==> src/rtl/inst_fetch_pkg.sv <==
// Shared types and constants for the instruction fetch unit.
package inst_fetch_pkg;

    localparam int          WORD_BYTES       = 4;
    localparam logic [31:0] DEFAULT_RESET_PC = 32'h0000_0000;

    typedef enum logic {
        IDLE = 1'b0,
        RUN  = 1'b1
    } state_e;

    typedef struct packed {
        logic [31:0] pc;
        logic [31:0] inst;
    } fetch_entry_t;

    // Sequential fetch address; wraps naturally modulo 2^32.
    function automatic logic [31:0] next_pc(input logic [31:0] pc);
        return pc + 32'(WORD_BYTES);
    endfunction

    function automatic logic [31:0] align_word(input logic [31:0] addr);
        return {addr[31:2], 2'b00};
    endfunction

endpackage

==> src/rtl/fetch_fifo.sv <==
// Small instruction buffer holding {pc, inst} entries between fetch and decode.
// Flush wins over push and pop in the same cycle.
module fetch_fifo
    import inst_fetch_pkg::*;
#(
    parameter int DEPTH   = 2,
    parameter int COUNT_W = $clog2(DEPTH + 1)
) (
    input  logic               clk,
    input  logic               rstN,
    input  logic               i_push,
    input  fetch_entry_t       i_push_data,
    input  logic               i_pop,
    input  logic               i_flush,
    output fetch_entry_t       o_head,
    output logic [COUNT_W-1:0] o_count,
    output logic               o_empty,
    output logic               o_full
);

    localparam int PTR_W = (DEPTH > 1) ? $clog2(DEPTH) : 1;

    fetch_entry_t       r_mem [DEPTH];
    logic [PTR_W-1:0]   r_rd_ptr;
    logic [PTR_W-1:0]   r_wr_ptr;
    logic [COUNT_W-1:0] r_count;
    logic               w_do_push;
    logic               w_do_pop;

    function automatic logic [PTR_W-1:0] ptr_inc(input logic [PTR_W-1:0] p);
        return (p == PTR_W'(DEPTH - 1)) ? '0 : p + PTR_W'(1);
    endfunction

    assign o_empty   = (r_count == '0);
    assign o_full    = (r_count == COUNT_W'(DEPTH));
    assign w_do_pop  = i_pop && !o_empty;
    // A full buffer still accepts a push when the head leaves in the same cycle.
    assign w_do_push = i_push && !i_flush && (!o_full || w_do_pop);

    generate
        for (genvar gi = 0; gi < DEPTH; gi++) begin : g_entry
            always_ff @(posedge clk) begin
                if (w_do_push && (r_wr_ptr == PTR_W'(gi))) begin
                    r_mem[gi] <= i_push_data;
                end
            end
        end
    endgenerate

    always_ff @(posedge clk) begin
        if (!rstN || i_flush) begin
            r_rd_ptr <= '0;
            r_wr_ptr <= '0;
            r_count  <= '0;
        end else begin
            if (w_do_push) begin
                r_wr_ptr <= ptr_inc(r_wr_ptr);
            end
            if (w_do_pop) begin
                r_rd_ptr <= ptr_inc(r_rd_ptr);
            end
            case ({w_do_push, w_do_pop})
                2'b10:   r_count <= r_count + COUNT_W'(1);
                2'b01:   r_count <= r_count - COUNT_W'(1);
                default: r_count <= r_count;
            endcase
        end
    end

    assign o_head  = r_mem[r_rd_ptr];
    assign o_count = r_count;

endmodule

==> src/rtl/inst_fetch.sv <==
// Instruction fetch: PC sequencing, IDLE/RUN control and redirect handling,
// feeding a 2-entry buffer that decode drains with a valid/ready handshake.
module inst_fetch
    import inst_fetch_pkg::*;
#(
    parameter logic [31:0] RESET_PC = DEFAULT_RESET_PC,
    parameter int          DEPTH    = 2
) (
    input  logic        clk,
    input  logic        rstN,
    input  logic        fetchEn,
    input  logic        redirectValid,
    input  logic [31:0] redirectTarget,
    output logic        instRead,
    output logic [31:0] instAddress,
    input  logic [31:0] instData,
    output logic        outValid,
    input  logic        outReady,
    output logic [31:0] outInst,
    output logic [31:0] outPc,
    output logic [1:0]  bufCount
);

    state_e       r_state;
    state_e       w_state_next;
    logic [31:0]  r_pc;
    logic         w_fetch;
    logic [1:0]   w_count;
    logic         w_full;
    logic         w_empty;
    fetch_entry_t w_head;
    fetch_entry_t w_push_data;
    logic         w_unused_target_bits;

    always_ff @(posedge clk) begin
        if (!rstN) begin
            r_state <= IDLE;
        end else begin
            r_state <= w_state_next;
        end
    end

    always_comb begin
        w_state_next = r_state;
        case (r_state)
            IDLE:    if (fetchEn)  w_state_next = RUN;
            RUN:     if (!fetchEn) w_state_next = IDLE;
            default: w_state_next = IDLE;
        endcase
    end

    // Reading is allowed into a full buffer only when its head is leaving now.
    always_comb begin
        w_fetch = 1'b0;
        if (r_state == RUN && !redirectValid) begin
            w_fetch = !w_full || outReady;
        end
    end

    always_ff @(posedge clk) begin
        if (!rstN) begin
            r_pc <= RESET_PC;
        end else if (redirectValid) begin
            r_pc <= align_word(redirectTarget);
        end else if (w_fetch) begin
            r_pc <= next_pc(r_pc);
        end
    end

    assign w_push_data = '{pc: r_pc, inst: instData};

    fetch_fifo #(
        .DEPTH   (DEPTH),
        .COUNT_W (2)
    ) u_fifo (
        .clk         (clk),
        .rstN        (rstN),
        .i_push      (w_fetch),
        .i_push_data (w_push_data),
        .i_pop       (outReady),
        .i_flush     (redirectValid),
        .o_head      (w_head),
        .o_count     (w_count),
        .o_empty     (w_empty),
        .o_full      (w_full)
    );

    assign w_unused_target_bits = &{1'b0, redirectTarget[1:0]};

    assign instRead    = w_fetch;
    assign instAddress = r_pc;
    assign outValid    = !w_empty;
    assign outInst     = w_head.inst;
    assign outPc       = w_head.pc;
    assign bufCount    = w_count;

endmodule

==> config.mk <==
export PLATFORM = sky130hd
export DESIGN_NAME = inst_fetch
export DESIGN_NICKNAME = d
export VERILOG_FILES = /design/src/rtl/inst_fetch_pkg.sv /design/src/rtl/fetch_fifo.sv /design/src/rtl/inst_fetch.sv
export SDC_FILE = /design/constraint.sdc
export NUM_CORES = 1
export LEC_CHECK = 0
export ABC_AREA = 1
export BUFFER_PORTS_ARGS = -buffer_cell sky130_fd_sc_hd__buf_2
export CORE_MARGIN = 10
export CORE_UTILIZATION = 27
export DETAILED_ROUTE_END_ITERATION = 10
export RECOVER_POWER = 100
export SYNTH_ARGS = -nofsm -noshare
export SYNTH_HDL_FRONTEND = slang
export SYNTH_SLANG_ARGS = --single-unit
==> constraint.sdc <==
create_clock -name clk -period 5.8 [get_ports clk]
set_input_delay 1.16 -clock clk [delete_from_list [all_inputs] [get_ports clk]]
set_output_delay 1.16 -clock clk [all_outputs]
set_load 0.1 [all_outputs]
-- Word level (Yosys, flattened, before mapping)
Memory sizes are Yosys's and may differ from the RTL's. A register that Yosys moved wholly into a read port is not among the register bits.
Cells that the tools add are included.
- $add $sub $neg: 5
- equality and inequality tests: 3
- mux-type cells: 16
- bitwise gates (word level): 2
- reductions and logical operators: 18
- operator list (kind ; number):
    two-way mux 32 bit ; 2
    two-way mux 64 bit ; 1
    OR reduction 64 bit ; 1
    adder 32 x 3 -> 32 bit, second input constant ; 1
    two-way mux 1 bit ; 12
    logical AND 1 bit ; 6
    equality test 2 bit, second input constant ; 2
    zero test 1 bit ; 4
    case mux 2 bit (2 select lines) ; 1
    nonzero test 2 bit ; 2
    logical OR 1 bit ; 3
    adder 1 bit, second input constant ; 2
    adder 2 x 1 -> 2 bit, second input constant ; 1
    equality test 2 x 1 -> 1 bit, second input constant ; 1
    zero test 2 bit ; 1
    inverter 1 bit ; 2
    OR reduction 2 bit ; 1
    subtractor 2 x 1 -> 2 bit, second input constant ; 1
- bits in registers: 37
- RAM bits: 128
- bits of input ports: 69
- output and inout bits: 100
- memories kept: 1
- memory list (name ; words ; width ; rd ports ; clocked after memory_dff ; write ports ; RTL line ; RTL):
    u_fifo.r_mem ; 2 ; 64 ; 1 ; 1 ; 1 ; fetch_fifo.sv:23 ; fetch_entry_t r_mem [DEPTH];

-- Logic depth before layout (Yosys ltp)
Gate-level depths: netlist (run 1).
- depth after elaboration: 11
- depth in mapped cells: 9
- depth with buffers taken out: 9

-- Modules after synthesis
A second synthesis (run 1) with hierarchy kept.
- cell total of the unflattened synthesis: 618
- area total of the unflattened synthesis: 7433.4 um^2
- modules (own cells, without submodules) (module ; instances ; cells an instance ; area an instance (um^2) ; sequential area each (um^2)):
    fetch_fifo ; 1 ; 241 ; 5134.9 ; 3943.8
    inst_fetch ; 1 ; 377 ; 2298.5 ; 620.6

-- Worst setup path after synthesis (run 1)
OpenSTA, ideal clock, no wires.
- path kind: input to register
- start point: input port outReady
- end point: memory u_fifo.r_mem[1][0] in the netlist's numbering, enable pin
- library setup time: 0.484 ns
- arrival: 4.048 ns
- slack: 1.268 ns
- stages: 4
- path buffers: 0
- cell sequence: inv_1 -> nand3_2 -> nand3_4 -> nor2_1
- longest elaborated chain between the ends: 9
- elaborated cells between the ends (all ways): 15
- ends and longest elaborated chain (item ; RTL line ; RTL):
    start, declared ; inst_fetch.sv:18 ; input logic outReady,
    logical OR 1 bit ; inst_fetch.sv:56 ; w_fetch = !w_full || outReady;
    two-way mux 1 bit ; inst_fetch.sv:55 ; if (r_state == RUN && !redirectValid) begin
    logical AND 1 bit ; fetch_fifo.sv:38 ; assign w_do_push = i_push && !i_flush && (!o_full || w_do_pop);
    logical AND 1 bit * ; fetch_fifo.sv:38 ;
    logical AND 1 bit ; fetch_fifo.sv:43 ; if (w_do_push && (r_wr_ptr == PTR_W'(gi))) begin
    two-way mux 1 bit ; fetch_fifo.sv:43 ;
    two-way mux 1 bit (not written as such) ; fetch_fifo.sv:44 ; r_mem[gi] <= i_push_data;
    OR reduction 64 bit (no line) ; - ;
    two-way mux 1 bit (no line) ; - ;
    end, declared ; fetch_fifo.sv:23 ;
Mark *: on every way between the ends. The rest lies on a longest branch, timed or not.

-- Worst setup path after layout (run 1)
- start point: input port redirectValid
- end point: output port instRead
- longest elaborated chain between the ends: 3
- ends and longest elaborated chain (item ; RTL line ; RTL):
    start, declared ; inst_fetch.sv:12 ; input logic redirectValid,
    zero test 1 bit ; inst_fetch.sv:55 ;
    logical AND 1 bit ; inst_fetch.sv:55 ;
    two-way mux 1 bit ; inst_fetch.sv:55 ;
    end, declared ; inst_fetch.sv:14 ; output logic instRead,
No other way between the ends.

==> flow_summary.json, run 1 <==
{
  "cts_max_path_buffers": 2,
  "wl_um": 18670,
  "diodes": 0,
  "finalCoreUtilization_pct": 33.70,
  "drc": 0,
  "cts_tree": "done",
  "crit_type": "input pin to output pin",
  "power_density_nw_per_um2": 319.1,
  "synth.yosys.warnings": 0,
  "hold_path_depth": 2,
  "wl_per_cell_um": 16.75,
  "setup_viol": 0,
  "clock_latency_ns": 0.42,
  "max-cap-violations": 3,
  "io_buffers": 162,
  "synth_seq_cells": 160,
  "hold_class": "register to register",
  "outcome": "complete, but fails checks",
  "r2r_cells": 5,
  "num_rows": 58,
  "path_max_fanout": 30,
  "clock.fmax_mhz": 213.2,
  "async_reset_ff_share_pct": 0,
  "grt_overflow": 0,
  "synth_top_cell_by_area": "edfxtp_1",
  "hpwl_um": 13370,
  "dr_total_vias": 4871,
  "synthTopCellsByArea": "edfxtp_1 54%, dfxtp_1 10%, mux2_2 10%, nand2_1 6.4%, inv_1 3.4%",
  "synth.distinct_cells": 36,
  "synth.yosys.seq_area_share_pct": 64.14,
  "cp.required_ns": 4.64,
  "cts-buffers-inserted": 17,
  "cts_hold_buf": 0,
  "peakVddDrop_v": 0.0002080,
  "drt_iter0_drc": 296,
  "cts_resized": 0,
  "maxSlewHeadroom_pct": -24.48,
  "pin_count": 169,
  "rsz0062_at_grt": "false",
  "synthFlopType": "edfxtp_1",
  "grt_pass1_vias": 4999,
  "fp.dieW_um": 180.2,
  "ant_nets": 0,
  "end_kind": "output pin",
  "core_area_um2": 25250,
  "drive_gt1_share_pct": 22.04,
  "fillers": 2626,
  "violations": "capacitance limit, slew limit",
  "nets": 843,
  "antenna_found_initial": 0,
  "final.period_utilization_pct": 80.87,
  "hold_viol": 0,
  "initial_core_util_pct": 27.44,
  "reg2reg_slack_ns": 2.56,
  "gp_congestion": 0.8553,
  "grt_pass1_wl_um": 28770,
  "drt_pass1_iterations": 4,
  "synthMostInstantiatedCell": "edfxtp_1",
  "die_height_um": 180.2,
  "path_clk_slew_ns": 0.07,
  "die_area_um2": 32470,
  "syn2layout_area_growth_pct": 22.81,
  "netlist_instances": 605,
  "slew_violations": 132,
  "placedInstanceArea_um2": 8095,
  "syn_area_um2": 6929,
  "p_leak_nw": 2.947,
  "synth-edff-count": 124,
  "arrival_ns": 3.53,
  "min_period_ns": 4.691,
  "tightest_slew_ns": 1.867,
  "cts-root-buf": "clkbuf_16",
  "grt_usage_pct": 11.37,
  "post_cts_buffers": 0,
  "grt_max_degree": 63,
  "start_kind": "input pin",
  "avgSynthCellArea_um2": 11.45,
  "cts_max_level": 4,
  "power_mw": 2.716,
  "synthTopCellsByCount": "124 x edfxtp_1, 118 x nand2_1, 62 x inv_1, 62 x mux2_2, 38 x nand3_1",
  "fin_area_um2": 8509,
  "yosysTopAreaCellShare_pct": 53.74,
  "clock-sinks": 160,
  "skew_ns": 0.01412,
  "setup_tns_ns": 0,
  "via_per_inst": 4.369
}
-- kinds of logic after synthesis --
kind of cell | after synthesis | synth area share, %
AND/OR/NAND/NOR | 222 | 14.52
adder cells (fa/ha/maj) | 2 | 0.3611
AO/OA/AOI/OAI | 66 | 4.948
XOR/XNOR | 5 | 0.6321
other | 1 | 0.05412
buffers and inverters | 87 | 5.272
flip-flops | 160 | 64.14
multiplexers | 62 | 10.08
-- worst paths after layout --
check	startpoint	end
setup / recovery	redirectValid	instRead
hold / removal	u_fifo.r_rd_ptr$_SDFFE_PP0P_	register
setup reg to reg	u_fifo.o_count[0]$_SDFFE_PP0P_	u_fifo.r_mem[1][19]$_DFFE_PP_
hold reg to reg	u_fifo.r_rd_ptr$_SDFFE_PP0P_	register
-- worst max-delay path, cell delays in order --
cell and delay (ns):
clkbuf_1 1.04, inv_1 0.36, nand3_4 0.27, inv_2 0.26, buf_2 0.39
-- registers in the layout (all words and copies together) (netlist names), named ones only --
name and cells:
u_fifo.r_rd_ptr 1, r_state 1, u_fifo.r_mem 124, instAddress 30, u_fifo.r_wr_ptr 1, u_fifo.o_count 2
-- layout by cell type, fill, tap and decap left out, types with 2 or more instances in the layout --
cell	n
ha_1	2
nor2_1	34
clkbuf_1	114
buf_2	50
xor2_1	3
a21oi_1	28
xnor2_1	2
inv_6	3
edfxtp_1	124
nand2_2	3
inv_1	63
nand2_4	2
nand3_1	38
mux2_2	62
nand4_1	2
buf_4	2
conb_1	4
a31oi_1	3
clkbuf_16	18
nor2_4	5
nand2_1	119
clkbuf_8	2
or2_2	3
o21ai_0	32
dfxtp_1	35
nor3_1	2
nand3b_1	2
inv_2	2
nor2_2	9
clkinv_2	2
clkinv_4	5
-- report_power, final --
group	total, mW	switching (mW)	internal [mW]	leakage, nW
Sequential	1.30	0.0325	1.27	1.44
Clock	1.08	0.472	0.605	0.284
Combinational	0.341	0.287	0.0548	1.22
Total	2.72	0.791	1.92	2.95
-- per-stage QoR --
step,instances,worst slack (ns),hold slack (ns)
5_1_grt,1115,0.8850,0.5093
3_5_place_dp,1083,1.703,0.4676
6_report,1115,1.109,0.4814
4_1_cts,1115,1.706,0.4797
3_3_place_gp,1083,1.737,0.4579
2_1_floorplan,608,1.268,0.4606
-- routing by layer --
layer | global-route usage, % | share of wire (%) | vias to the layer above
li1 | - | - | 2402
met1 | 13.16 | 43 | 2330
met2 | 19.84 | 50 | 123
met3 | 3.253 | 5.5 | 16
met4 | 3.510 | 1.5 | 0
met5 | 0 | 0 | -
-- cell type report --
| class | instances | area [um2] | area share, % |
|---|---|---|---|
| timing repair buffer | 166 | 693.2 | 8.146 |
| sequential | 160 | 4446 | 52.24 |
| inverter | 66 | 247.7 | 2.911 |
| multi-input combinational | 361 | 2133 | 25.07 |
| clock inverter | 12 | 98.84 | 1.162 |
| clock buffer | 20 | 478.0 | 5.617 |
| tap | 330 | 412.9 | 4.852 |
Power figures use the tool's default switching activity.
==> run 2: changes to the inputs <==
==> constraint.sdc (replaced) <==
create_clock -name clk -period 3.8 [get_ports clk]
set_input_delay 0.76 -clock clk [delete_from_list [all_inputs] [get_ports clk]]
set_output_delay 0.76 -clock clk [all_outputs]
set_load 0.1 [all_outputs]
==> flow_summary.json, run 2 (synthesized netlist as in run 1, its figures left out) <==
{
  "hold_path_depth": 2,
  "min_period_ns": 3.200,
  "pin_count": 169,
  "die_area_um2": 32470,
  "clock.fmax_mhz": 312.5,
  "wl_per_cell_um": 16.94,
  "drt_pass1_iterations": 4,
  "power_density_nw_per_um2": 491.8,
  "final_common_cell": "edfxtp_1",
  "crit_type": "register to output pin",
  "regMostFlops": "u_fifo.r_mem",
  "end_kind": "output pin",
  "final_cell_mix": "124 x edfxtp_1, 122 x clkbuf_1, 119 x nand2_1, 64 x inv_1, 62 x mux2_2",
  "hp-start": "u_fifo.r_rd_ptr$_SDFFE_PP0P_",
  "path_cells": "buf_12 > mux2_2 > clkbuf_1",
  "power.switching_mw": 1.167,
  "cts_tree": "done",
  "cts_max_level": 4,
  "tightest_slew_ns": 1.825,
  "cts_resized": 0,
  "max_stage_delay_ns": 0.92,
  "p_leak_nw": 2.970,
  "cts_max_path_buffers": 2,
  "nets": 851,
  "cts-buffers-inserted": 17,
  "arrival_ns": 2.44,
  "clkPwrFrac_pct": 40.7,
  "drt_iter0_drc": 220,
  "ant_nets": 0,
  "reg2reg_slack_ns": 1.12,
  "r2r_cells": 5,
  "outcome": "complete, but fails checks",
  "p_sw_share_pct": 27.69,
  "drc": 0,
  "regToRegStartpoint": "u_fifo.o_count[0]$_SDFFE_PP0P_",
  "clock_latency_ns": 0.43,
  "peakVddDrop_v": 0.0002758,
  "hpwl_um": 13640,
  "initial_core_util_pct": 27.44,
  "grt_pass1_wl_um": 28970,
  "grt_overflow": 0,
  "slew_violations": 28,
  "start_kind": "register",
  "combPwrFrac_pct": 12.4,
  "cp.required_ns": 3.04,
  "skew_ns": 0.007881,
  "core_area_um2": 25250,
  "syn2layout_area_growth_pct": 23.65,
  "dr_total_vias": 4940,
  "p_seq_share_pct": 46.9,
  "num_rows": 58,
  "max-cap-violations": 1,
  "hold_viol": 0,
  "largest_register_ffs": 124,
  "cts-root-buf": "clkbuf_16",
  "path_clk_slew_ns": 0.07,
  "setup_tns_ns": 0,
  "wl_um": 19050,
  "power_mw": 4.214,
  "clock-sinks": 160,
  "cp_slowest_cell": "clkbuf_1",
  "fp.dieW_um": 180.2,
  "rsz0062_at_grt": "false",
  "die_height_um": 180.2,
  "gp_congestion": 0.8486,
  "maxSlewHeadroom_pct": -21.70,
  "fillers": 2612,
  "setup_viol": 0,
  "final.period_utilization_pct": 84.20,
  "grt_usage_pct": 11.49,
  "hold_class": "register to register",
  "violations": "capacitance limit, slew limit",
  "internal-power_mw": 3.047,
  "cts_hold_buf": 0,
  "grt_max_degree": 45,
  "via_per_inst": 4.395,
  "post_cts_buffers": 0,
  "r2r_end": "u_fifo.r_mem[0][19]$_DFFE_PP_",
  "path_max_fanout": 44,
  "drive_gt1_share_pct": 21.44,
  "antenna_found_initial": 1,
  "io_buffers": 162,
  "grt_pass1_vias": 5020
}
run 2: cell count changes in the layout (fill, tap and decap cells not counted), moves of 2 or more:
cell       before  now
bufinv_16       0    3
clkbuf_1      114  122
inv_6           3    0
buf_2          50   55
nor2_2          9    7
clkinv_4        5    3
clkbuf_8        2    0
buf_4           2    0
run 2: power groups by stage:
stage	logic (mW)	registers, mW	clock network, mW
2_1_floorplan	0.288	2.14	0
3_3_place_gp	0.537	2.01	0
3_5_place_dp	0.541	2.02	0
4_1_cts	0.542	1.98	1.76
5_1_grt	0.554	1.99	1.83
6_report	0.522	1.98	1.71
run 2: routing by layer:
metal | up-vias | global-route usage [%] | share of wire [%]
met4 | 0 | 4.626 | 2.1
met5 | - | 0 | 0
met2 | 139 | 19.20 | 49
li1 | 2420 | - | -
met1 | 2357 | 13.44 | 44
met3 | 24 | 3.554 | 5.8
run 2: how the worst max path moves through the flow:
stage / startpoint / to / slack, ns / cells past startpoint
after floorplan: u_fifo.o_count[0]$_SDFFE_PP0P_ / u_fifo.r_mem[1][0]$_DFFE_PP_ / 0.40 / 4
after global placement: redirectValid / instRead / 0.98 / 5
after detailed placement: redirectValid / instRead / 0.96 / 5
after CTS: redirectValid / instRead / 0.96 / 5
after global routing: register / outPc[13] / 0.50 / 3
final: register / outPc[14] / 0.60 / 3
run 2: through the flow:
step	worst slack [ns]	hold slack, ns	instances	area (um2)	utilization [%]
final	0.6005	0.4828	1124	8568	33.93
after global routing	0.4955	0.5015	1124	8568	33.93
after CTS	0.9556	0.4888	1123	8762	34.70
after detailed placement	0.9595	0.4754	1091	8180	32.39
after global placement	0.9816	0.4720	1091	8180	32.39
after floorplan	0.3985	0.4606	608	6945	-
run 2: final cells by class:
type / instances / area (um2) / share of cell area, %
flip-flops and latches: 160 / 4448 / 51.91
multi-input cells: 361 / 2136 / 24.93
repair buffers: 174 / 739.5 / 8.630
clock buffers: 22 / 444.2 / 5.184
well taps: 330 / 412.9 / 4.819
inverters: 66 / 247.7 / 2.891
clock inverters: 10 / 137.6 / 1.606
diodes: 1 / 2.502 / 0.02921
run 2: critical path: cells and delay by family (launching register included):
| kind | cells | cell delay (ns) |
|---|---|---|
| multiplexers | 1 | 0.22 |
| buffers and inverters | 2 | 1.22 |
| flip-flops | 1 | 0.55 |
